**config.mk**
```make
export PLATFORM = sky130hd
export DESIGN_NAME = tcp_rx_cmd_decoder
export DESIGN_NICKNAME = d
export VERILOG_FILES = /design/src/rtl/tcp_rx_cmd_decoder.sv
export SDC_FILE = /design/constraint.sdc
export NUM_CORES = 1
export LEC_CHECK = 0
export ABC_AREA = 1
export CORE_ASPECT_RATIO = 0.8
export CORE_MARGIN = 2
export CORE_UTILIZATION = 65
export DETAILED_ROUTE_END_ITERATION = 8
export PLACE_DENSITY = 0.83
export SLEW_MARGIN = 20
export SYNTH_ARGS = -nofsm -noshare
export SYNTH_HDL_FRONTEND = slang
export SYNTH_SLANG_ARGS = --single-unit
```
**constraint.sdc**
```tcl
create_clock -name clk -period 5 [get_ports clk]
set_input_delay 1 -clock clk [delete_from_list [all_inputs] [get_ports clk]]
set_output_delay 1 -clock clk [all_outputs]
set_load 0.02 [all_outputs]
```
**src/rtl/tcp_rx_cmd_decoder.sv**
```systemverilog
// SiTCP TCP receive path: elastic byte FIFO feeding a framed register-write parser that commits only checksum-verified payloads.
// Optional inter-byte timeout is compiled in with `define RX_TIMEOUT_EN.
module tcp_rx_cmd_decoder #(
    parameter int         FIFO_AW     = 5,
    parameter int         MAX_LEN     = 16,
    parameter logic [7:0] SOF_BYTE    = 8'hA5,
    parameter int         TIMEOUT_CYC = 200000
) (
    input  logic        clk,
    input  logic        rst,
    input  logic        rx_wr,
    input  logic [7:0]  rx_data,
    output logic [15:0] rx_wc,
    output logic        reg_we,
    output logic [7:0]  reg_addr,
    output logic [7:0]  reg_wd,
    output logic        frame_ok,
    output logic        frame_err,
    output logic [7:0]  err_cnt,
    output logic        ovf
);
    localparam int         DEPTH = 1 << FIFO_AW;
    localparam int         LW    = $clog2(MAX_LEN + 1);
    localparam int         IW    = $clog2(MAX_LEN);
    localparam logic [7:0] MAX_B = 8'(MAX_LEN);

    typedef enum logic [2:0] {S_IDLE, S_ADDR, S_LEN, S_DATA, S_CHK, S_COMMIT} state_t;
    state_t r_state, w_next;

    logic [7:0]         r_mem [DEPTH];
    logic [FIFO_AW-1:0] r_wptr, r_rptr;
    logic [FIFO_AW:0]   r_cnt;
    logic               r_ovf;
    logic               w_full, w_empty, w_push, w_pop;
    logic [7:0]         w_byte;

    logic [7:0]    r_addr, r_chk;
    logic [LW-1:0] r_len;
    logic [IW-1:0] r_idx;
    logic [7:0]    r_stage [MAX_LEN];
    logic          w_last, w_chk_ok, w_tmo;
    logic          w_we, w_ok, w_err;
    logic [7:0]    w_wa, w_wd;
    logic          r_we, r_ok, r_err;
    logic [7:0]    r_wa, r_wd, r_err_cnt;

    assign w_full   = (r_cnt == (FIFO_AW + 1)'(DEPTH));
    assign w_empty  = (r_cnt == '0);
    assign w_push   = rx_wr && !w_full;
    assign w_pop    = !w_empty && (r_state != S_COMMIT);
    assign w_byte   = r_mem[r_rptr];
    assign w_chk_ok = (w_byte == r_chk);
    assign w_last   = (LW'(r_idx) == r_len - 1'b1);

    always_ff @(posedge clk) begin
        if (w_push) r_mem[r_wptr] <= rx_data;
    end

    always_ff @(posedge clk or posedge rst) begin
        if (rst) begin
            r_wptr <= '0;
            r_rptr <= '0;
            r_cnt  <= '0;
            r_ovf  <= 1'b0;
        end else begin
            if (w_push) r_wptr <= r_wptr + 1'b1;
            if (w_pop)  r_rptr <= r_rptr + 1'b1;
            case ({w_push, w_pop})
                2'b10:   r_cnt <= r_cnt + 1'b1;
                2'b01:   r_cnt <= r_cnt - 1'b1;
                default: ;
            endcase
            if (rx_wr && w_full) r_ovf <= 1'b1;
        end
    end

`ifdef RX_TIMEOUT_EN
    // Counts only stalled mid-frame cycles; any pop leaves the FIFO non-empty state and clears it.
    localparam int TW = $clog2(TIMEOUT_CYC + 1);
    logic [TW-1:0] r_idle;
    logic          w_wait;
    assign w_wait = (r_state inside {S_ADDR, S_LEN, S_DATA, S_CHK}) && w_empty;
    assign w_tmo  = w_wait && (r_idle == TW'(TIMEOUT_CYC - 1));
    always_ff @(posedge clk or posedge rst) begin
        if (rst)                  r_idle <= '0;
        else if (!w_wait || w_tmo) r_idle <= '0;
        else                      r_idle <= r_idle + 1'b1;
    end
`else
    assign w_tmo = 1'b0;
`endif

    always_ff @(posedge clk or posedge rst) begin
        if (rst) r_state <= S_IDLE;
        else     r_state <= w_next;
    end

    always_comb begin
        w_next = r_state;
        case (r_state)
            S_IDLE:   if (w_pop && w_byte == SOF_BYTE) w_next = S_ADDR;
            S_ADDR:   if (w_pop) w_next = S_LEN;
            S_LEN:    if (w_pop) w_next = (w_byte > MAX_B) ? S_IDLE : ((w_byte == 8'h00) ? S_CHK : S_DATA);
            S_DATA:   if (w_pop && w_last) w_next = S_CHK;
            // A single-byte payload is written straight from CHK, so COMMIT only sees len >= 2.
            S_CHK:    if (w_pop) w_next = (w_chk_ok && r_len > LW'(1)) ? S_COMMIT : S_IDLE;
            S_COMMIT: if (w_last) w_next = S_IDLE;
            default:  w_next = S_IDLE;
        endcase
        if (w_tmo) w_next = S_IDLE;
    end

    always_comb begin
        w_we  = 1'b0;
        w_ok  = 1'b0;
        w_err = 1'b0;
        w_wa  = r_wa;
        w_wd  = r_wd;
        case (r_state)
            S_LEN: if (w_pop && w_byte > MAX_B) w_err = 1'b1;
            S_CHK: begin
                if (w_pop) begin
                    if (!w_chk_ok) begin
                        w_err = 1'b1;
                    end else if (r_len == '0) begin
                        w_ok = 1'b1;
                    end else begin
                        w_we = 1'b1;
                        w_wa = r_addr;
                        w_wd = r_stage[0];
                        w_ok = (r_len == LW'(1));
                    end
                end
            end
            S_COMMIT: begin
                w_we = 1'b1;
                w_wa = r_addr + 8'(r_idx);
                w_wd = r_stage[r_idx];
                w_ok = w_last;
            end
            default: ;
        endcase
        if (w_tmo) w_err = 1'b1;
    end

    always_ff @(posedge clk or posedge rst) begin
        if (rst) begin
            r_addr <= '0;
            r_len  <= '0;
            r_idx  <= '0;
            r_chk  <= '0;
        end else begin
            case (r_state)
                S_ADDR: if (w_pop) begin
                    r_addr <= w_byte;
                    r_chk  <= w_byte;
                end
                S_LEN: if (w_pop) begin
                    r_chk <= r_chk ^ w_byte;
                    r_len <= LW'(w_byte);
                    r_idx <= '0;
                end
                S_DATA: if (w_pop) begin
                    r_chk <= r_chk ^ w_byte;
                    r_idx <= r_idx + 1'b1;
                end
                S_CHK:    if (w_pop) r_idx <= IW'(1);
                S_COMMIT: r_idx <= r_idx + 1'b1;
                default: ;
            endcase
        end
    end

    always_ff @(posedge clk) begin
        if (r_state == S_DATA && w_pop) r_stage[r_idx] <= w_byte;
    end

    always_ff @(posedge clk or posedge rst) begin
        if (rst) begin
            r_we      <= 1'b0;
            r_wa      <= '0;
            r_wd      <= '0;
            r_ok      <= 1'b0;
            r_err     <= 1'b0;
            r_err_cnt <= '0;
        end else begin
            r_we  <= w_we;
            r_wa  <= w_wa;
            r_wd  <= w_wd;
            r_ok  <= w_ok;
            r_err <= w_err;
            if (w_err && r_err_cnt != 8'hFF) r_err_cnt <= r_err_cnt + 1'b1;
        end
    end

    assign rx_wc     = {{(15 - FIFO_AW){1'b1}}, r_cnt};
    assign reg_we    = r_we;
    assign reg_addr  = r_wa;
    assign reg_wd    = r_wd;
    assign frame_ok  = r_ok;
    assign frame_err = r_err;
    assign err_cnt   = r_err_cnt;
    assign ovf       = r_ovf;
endmodule

```
Word level (Yosys, flattened, before mapping):

Memories as Yosys holds them, arrays and structs flattened.
Index checks and enable logic that the tools add are counted.

* output and inout bits: 44
* word-level logic and storage cells: 120
* bits in registers: 72
* RAM bits: 384
* input bits: 11
* memories: 2

* order comparisons: 2
* $add $sub $neg: 8
* bitwise gates (word level): 1
* muxes and demuxes: 42
* equal/unequal tests: 24
* reduce and logical (&&, ||, !) cells: 26

Memory list
* r_mem: words 32, width 8, read ports 1, clocked after memory_dff 0, wr ports 1, line 30 `logic [7:0] r_mem [DEPTH];`
* r_stage: words 16, width 8, read ports 2, clocked after memory_dff 0, wr ports 1, line 40 `logic [7:0] r_stage [MAX_LEN];`

Operators by type and width (count)
* 8-bit two-way mux: 8
* 8-bit case mux with 2 select lines: 3
* 3-bit two-way mux: 9
* 2-bit != test, second input constant: 9
* 3-bit case mux with 6 select lines: 1
* 4-bit case mux with 4 select lines: 1
* 1-bit two-way mux: 13
* 4-bit two-way mux: 3
* 6-bit case mux with 2 select lines: 1
* 5-bit by 1-bit adder with 5-bit output, second input constant: 2
* 1-bit logical AND: 9
* 8-bit by 1-bit adder with 8-bit output, second input constant: 1
* 8-bit by 4-bit adder with 8-bit output: 1
* 8-bit == test: 1
* 8-bit == test, second input constant: 1
* 8-bit by 5-bit greater-than comparator with 1-bit output, second input constant: 1
* 8-bit logical NOT: 1
* 8-bit != test, second input constant: 1
* 4-bit AND reduction: 2
* 8-bit XOR: 1
* 6-bit by 1-bit adder with 6-bit output, second input constant: 1
* 3-bit by 2-bit == test with 1-bit output, second input constant: 2
* 3-bit == test, second input constant: 2
* 6-bit == test, second input constant: 1
* other kinds (22): 28

Longest topological paths before layout:

* depth after elaboration: 7
* gate-level depth with buffers: 20
* gate-level depth less buffers: 18

Worst setup path after synthesis:

No wires, ideal clock.

* path kind: register to register
* start: register r_cnt[0]
* end: register r_cnt[5]
* setup time: 0.123 ns
* data required time: 4.877 ns
* path buffers: 0
* period minus slack after synthesis: 2.875 ns
* path slack: 2.125 ns
* arrival: 2.752 ns
* stages on the path, launching flop included: 16
* path through: dfrtp_1 -> nor4_1 -> nand3_1 -> nand2_1 -> inv_1 -> ha_1 -> ha_1 -> a21oi_1 -> inv_1 -> a31oi_1 -> nor2_1 -> nor2_1 -> nor2_1 -> o21ai_0 -> nand3_1 -> xor2_1

* word-level cells in the longest chain between the ends: 5
* elaborated cells on any way between the ends: 12
* classes of those cells: 2 x add/sub; 3 x eq/ne; 1 x mux; 6 x reduce/logical

RTL lines
* from (decl): line 32 `logic [FIFO_AW:0] r_cnt;`
* from (signal assigned): line 69 `2'b10: r_cnt <= r_cnt + 1'b1;`
* from (signal assigned): line 70 `2'b01: r_cnt <= r_cnt - 1'b1;`
* 6-bit logical NOT (*): line 48 `assign w_empty = (r_cnt == '0);`
* 1-bit logical NOT (*): line 50 `assign w_pop = !w_empty && (r_state != S_COMMIT);`
* 1-bit logical AND (*): line 50
* via w_pop: line 34 `logic w_full, w_empty, w_push, w_pop;`
* 2-bit by 1-bit == test with 1-bit output or 2-bit == test (tied branches): line 68 `case ({w_push, w_pop})`
* 6-bit case mux with 2 select lines or 2-bit nonzero test (tied branches)

The timed path passes the listed nets; every way through them passes the cells marked *.
A chain may end at the register's enable or synchronous reset.

Final worst setup path:

* start: register r_rptr[1]
* end: register r_state[2]

* word-level cells in the longest chain between the ends: 6
* elaborated cells on any way between the ends: 15
* classes of those cells: 1 x order compare; 3 x eq/ne; 6 x mux; 4 x reduce/logical; 1 x memory

RTL lines
* from (decl): line 31 `logic [FIFO_AW-1:0] r_wptr, r_rptr;`
* from (signal assigned): line 67 `if (w_pop) r_rptr <= r_rptr + 1'b1;`
* memory read 32 x 8 bit (*)
* via w_byte[5]: line 35 `logic [7:0] w_byte;`
* parallel branches: the longest is 5 deep, another holds 8-bit by 5-bit greater-than comparator with 1-bit output
* to (signal assigned): line 95 `else r_state <= w_next;`
* to (decl): line 28 `state_t r_state, w_next;`

Mark *: on every way through the listed nets, which the timed path passes. The select of a mux whose other input is x is not followed.

==> results.toml <==
[setup_path]
cp.depth = 15
crit_path_end = "r_state[2]$_DFFE_PP0P_"
cp_slowest_cell = "dfrtp_2"
r2r-start = "r_rptr[1]$_DFFE_PP0P_"
crit_required_ns = 5.48
r2r-end = "r_state[2]$_DFFE_PP0P_"
crit_path_end_kind = "flop"
crit_type = "reg2reg"
crit_chain = "inv_2 -> buf_4 -> nand3_1 -> nand3_1 -> nand2_1 -> nor2_1 -> nand2_1 -> nand2_2 -> inv_1 -> nand4_1 -> o21ai_0 -> nand2_1 -> nor2_1 -> nand2_1 -> nand2_1"
cp_top_family = "buffers and inverters"
critPathMaxStageDelay_ns = 0.77
crit_arrival_ns = 4.13
setup.worst_path.start = "r_rptr[1]$_DFFE_PP0P_"
cp_common_cell = "nand2_1"
path_max_fanout = 45
ff2ff_path_depth = 15
startpoint_type = "flop"
crit_buf_inv = 3
rrSetupSlack_ns = 1.36

[route]
met2_length_um = 21000
routed-wl-met3_um = 5930
drc = 0
wirelength_met1_um = 19100
drt_iter0_drc = 1936
routedWlPerCell_um = 19.9
top_layer = "met4"
dr_total_vias = 14096
drt-vias-per-instance = 5.97
ant_nets = 0
drt_pre_antenna_iters = 7
wl_um = 47000

[finish]
final_area_um2 = 22000
drive_above_1_share = 0.0585
antenna_cells = 0
num-fill-cells = 1974
area.growth.synth_to_final_pct = 10.5
final_cell_mix = "nand2_1, edfxtp_1, nor2_1, nand3_1, o21ai_0"
final_common_cell = "nand2_1"
fin_nets = 1950

[floorplan]
num_io_pins = 55
core.rowCount = 57
core_area_um2 = 30200
dieArea_um2 = 32100
die_h_um = 161
start_util = 0.659
die_w_um = 200

[clock_network]
cts_sinks = 456
ctsResizeCount = 0
hold_buffers = 0
clock-root-buffer = "clkbuf_16"
cts_tree = "built"
cts.clk_slew.worst_paths_ns = 0.07
postCtsSetupBuffers = 0
insertion_delay_ns = 0.55
clk_path_buf_depth = 3
htreeDepth = 2
numCtsBuffers = 44

[synthesis]
avgSynthCellArea_um2 = 10.6
yosysUniqueCellTypes = 36
ys_seq_elements = 456
yosys.area.top_type_share = 0.579
syn_inst = 1888
synth_warnings = 0
synth_top_area_cell = "edfxtp_1"
synth_area_um2 = 19900
synth.area.top_cells = "edfxtp_1, nand2_1, dfrtp_1"
ys_seq_area_frac = 0.669

[timing]
hold_ws_ns = 0.502
maxSlewViolCount = 0
tightest_slew_ns = 1.02
setup_viol = 0
relSlewSlack = 0.318
min_period_ns = 3.64
fmax_ghz = 0.274
grt_setup_unrepaired = "false"
fin_skew_ns = 0.0121
hold_violations = 0
period_share = 0.729
setup-tns-final_ns = 0

[placed_design]
gp_congestion = 0.925
dpl.hpwl_um = 29100
portBuffers = 44
place_area_um2 = 20600

[global_route]
grt_max_degree = 76
grt_pass1_wl_um = 73700
grt_pass1_vias = 13277
grt_use_total = 0.302
antenna_found_initial = 0
gr-total-overflow = 0

[power_and_ir_drop]
peakVddDrop_uv = 460
powerDensity_nw_per_um2 = 622
total_leakage_power_nw = 8.62

[flow_run]
drv_cap = 0

[worst_hold_path]
holdPathStages = 2
hp-class = "reg2reg"

[status]
status = "finished clean"
[worst min path at each step]
stage,end,start,slack (ns)
finish,reg_addr[0]$_DFFE_PP0P_,reg_addr[0]$_DFFE_PP0P_,0.50
global route,reg_addr[0]$_DFFE_PP0P_,reg_addr[0]$_DFFE_PP0P_,0.53
CTS,reg_addr[2]$_DFFE_PP0P_,reg_addr[2]$_DFFE_PP0P_,0.51
detailed placement,reg_addr[2]$_DFFE_PP0P_,reg_addr[2]$_DFFE_PP0P_,0.49
global placement,reg_addr[2]$_DFFE_PP0P_,reg_addr[2]$_DFFE_PP0P_,0.49
floorplan,r_len[4]$_DFFE_PP0P_,r_len[4]$_DFFE_PP0P_,0.47
[cell usage after synthesis, drive strengths merged]
master and n:
nor4 1, nor3b 1, fa 2, edfxtp 384, nor2 226, clkbuf 41
xnor2 15, xor2 19, buf 52, nor3 4, nand4 6, ha 21
o21ai 128, o22ai 24, conb 1, o21bai 2, nor4b 1, a31oi 1
inv 125, a22o 1, a211oi 9, a21oi 44, dfrtp 72, nand2 527
nand3 176, clkinv 2, o211ai 3
[state kept, by name, summed over array words and instances, names as in the netlist]
| signal | count |
|---|---|
| r_wptr | 5 |
| reg_wd | 8 |
| r_addr | 8 |
| frame_err | 1 |
| reg_we | 1 |
| ovf | 1 |
| r_stage | 128 |
| reg_addr | 8 |
| r_idx | 4 |
| r_state | 3 |
| r_len | 5 |
| r_cnt | 6 |
| frame_ok | 1 |
| err_cnt | 8 |
| r_rptr | 5 |
| r_chk | 8 |
| r_mem | 256 |
[metrics by stage]
stage               power [mW]   util  std cells  worst slack, ns
CTS                       13.6  0.728       2363             1.43
finish                    13.7  0.728       2363             1.36
detailed placement        10.3  0.681       2283             1.46
global placement          10.1  0.681       2283             1.59
floorplan                 8.74      -       1897             2.12
global route              14.4  0.728       2363             1.05
[routing by layer]
metal,vias up,global-route usage
met1,6654,0.458
met3,103,0.0697
met2,931,0.445
li1,6408,-
met5,-,0
met4,0,0.0795
[worst min-delay path: stages, from the launching register on]
cell	delay, ns
dfrtp_1	0.34
nand3_1	0.07
nand2_1	0.06
[power breakdown]
part           leakage (nW)  switching, mW  internal [mW]
Sequential             4.36          0.362           4.95
Clock                 0.695           1.40           1.90
Combinational          3.56           3.67           1.44
Total                  8.62           5.42           8.28
[cell type report]
class                   count  area, um^2  share of cell area
flip-flops and latches    456       13300               0.606
multi-input cells        1221        5650               0.257
clock buffers              56        1200              0.0544
repair buffers             66         618              0.0281
well taps                 413         517              0.0235
clock inverters            24         219             0.00994
inverters                 127         479              0.0218
[cells by family (layout without fill, tap and decap cells)]
kind of cell    count (synthesis)  count (layout)  synth area share
compound gates                212             212            0.0575
flops                         456             456             0.669
buf+inv                       220             273            0.0496
other cells                     1              10          0.000188
simple gates                  942             942             0.194
xor+xnor                       34              34            0.0149
fa+ha+maj                      23              23            0.0152
No activity file was read; power rests on OpenSTA's default activity.
==> RTL change (config.mk and constraints unchanged) <==
Change the parameter `MAX_LEN` from 16 to 32.
--- a/src/rtl/tcp_rx_cmd_decoder.sv
+++ b/src/rtl/tcp_rx_cmd_decoder.sv
@@ -4,3 +4,3 @@
     parameter int         FIFO_AW     = 5,
-    parameter int         MAX_LEN     = 16,
+    parameter int         MAX_LEN     = 32,
     parameter logic [7:0] SOF_BYTE    = 8'hA5,
Function: same outputs for any inputs over 4 cycles, from zero or initial values and one cycle with rst high; that may be too few to reach the edited logic, so the function may still have changed.
==> RTL change against the original RTL <==
Worst setup slack got worse by 460 ps. Synthesized area increased by 25%. Sequential cell count rose by 130. Design area up 26%. Hold slack worse by 27 ps. Sequential power is 31% higher. Power increased by 23%. Wire length grew 29%. Largest cell class unchanged.
==> RTL change: results (changes against the original RTL) <==
Mapped Cells 2,269 (+20%); critical-path maximum fanout 91 (+100%); met1 usage 44.97% (-0.87 points); core region area 0.03804 sq mm (+26%); vias in the first global route 16,753 (+26%); final WL 60,560 um (+29%); FFs w/ async S/R, synth 12.63% (-3.2 points); Plain + repair buffers 78 (+18%); fin cells 2,841 (+20%); metal1 wirelength 24,120 um (+26%); WL met2 27,150 um (+30%); Synth Area in Adders 1.315% (-0.20 points); Synth cell types 39 (+8.3%); routed wl met3 7884 um (+33%); share of layout cells above drive strength 1 6.095% (+0.25 points); gr usage total 30.61% (+0.46 points); Psw 6.231 mW (+15%); Post-DP HPWL 36,010 um (+24%); # nets final 2,336 (+20%); maximum VDD drop 492.8 uV (+7.1%); buffering overhead 2.607% (-0.20 points); Post-synth EDFFs 512 (+33%); Worst path slowest cell clkinv_1; XOR/XNOR Fraction of Synth Area 1.089% (-0.41 points); first-pass GRT wire length 93,540 um (+27%); Layout area overhead 10.85%; Clock-cell share 6.763% (+0.33 points); multi-input combinational area share 24.32% (-1.4 points); Clock buffer cells 82 (+46%); Slew headroom 23.24% (-8.6 points); grt met2 use 46.71% (+2.2 points); compound-gate portion of the synthesized area 6.608% (+0.86 points); Clock Latency Late Sink 590 ps (+40 ps); met3 GRT Util 6.834% (-0.14 points); run status finished clean; DRT iter0 DRCs 2,711 (+40%); multi-input gates 1,455 (+19%); placed cell count 2,739 (+20%); register fraction of the total cell area 62.36% (+1.8 points); Commonest cells post-synth nand2_1, edfxtp_1, nor2_1, o21ai_0, nand3_1; largest net degree at the start of global routing 92 (+21%); biggest regs r_mem: 256 flops, r_stage: 256 flops; vias 17,538 (+24%); synth top area cells edfxtp_1, nand2_1, dfrtp_1; clk sinks 586 (+29%); routability congestion estimate 0.8978 (-2.9%); Worst Skew 20.42 ps (+8.309 ps)
## RTL change: cell count changes in the layout (fill, tap and decap cells not counted), sizes merged, moves of 26 or more
cell,change
o21ai,+62
clkbuf,+26
o22ai,+43
nor2,+88
edfxtp,+128
nand2,+46
## RTL change: final timing paths
kind | slack [ps] | startpoint | depth (start not counted) | end
max in group asynchronous | 3210 | rst | 3 | reg_addr[6]$_DFFE_PP0P_
setup / recovery | 890 | r_rptr[0]$_DFFE_PP0P_ | 8 | r_stage[25][4]$_DFFE_PP_
setup reg to reg | 890 | r_rptr[0]$_DFFE_PP0P_ | 8 | r_stage[25][4]$_DFFE_PP_
hold reg to reg | 470 | reg_addr[4]$_DFFE_PP0P_ | 2 | reg_addr[4]$_DFFE_PP0P_
hold / removal | 470 | reg_addr[4]$_DFFE_PP0P_ | 2 | reg_addr[4]$_DFFE_PP0P_
min in group asynchronous | 860 | rst | 2 | r_cnt[4]$_DFFE_PP0P_
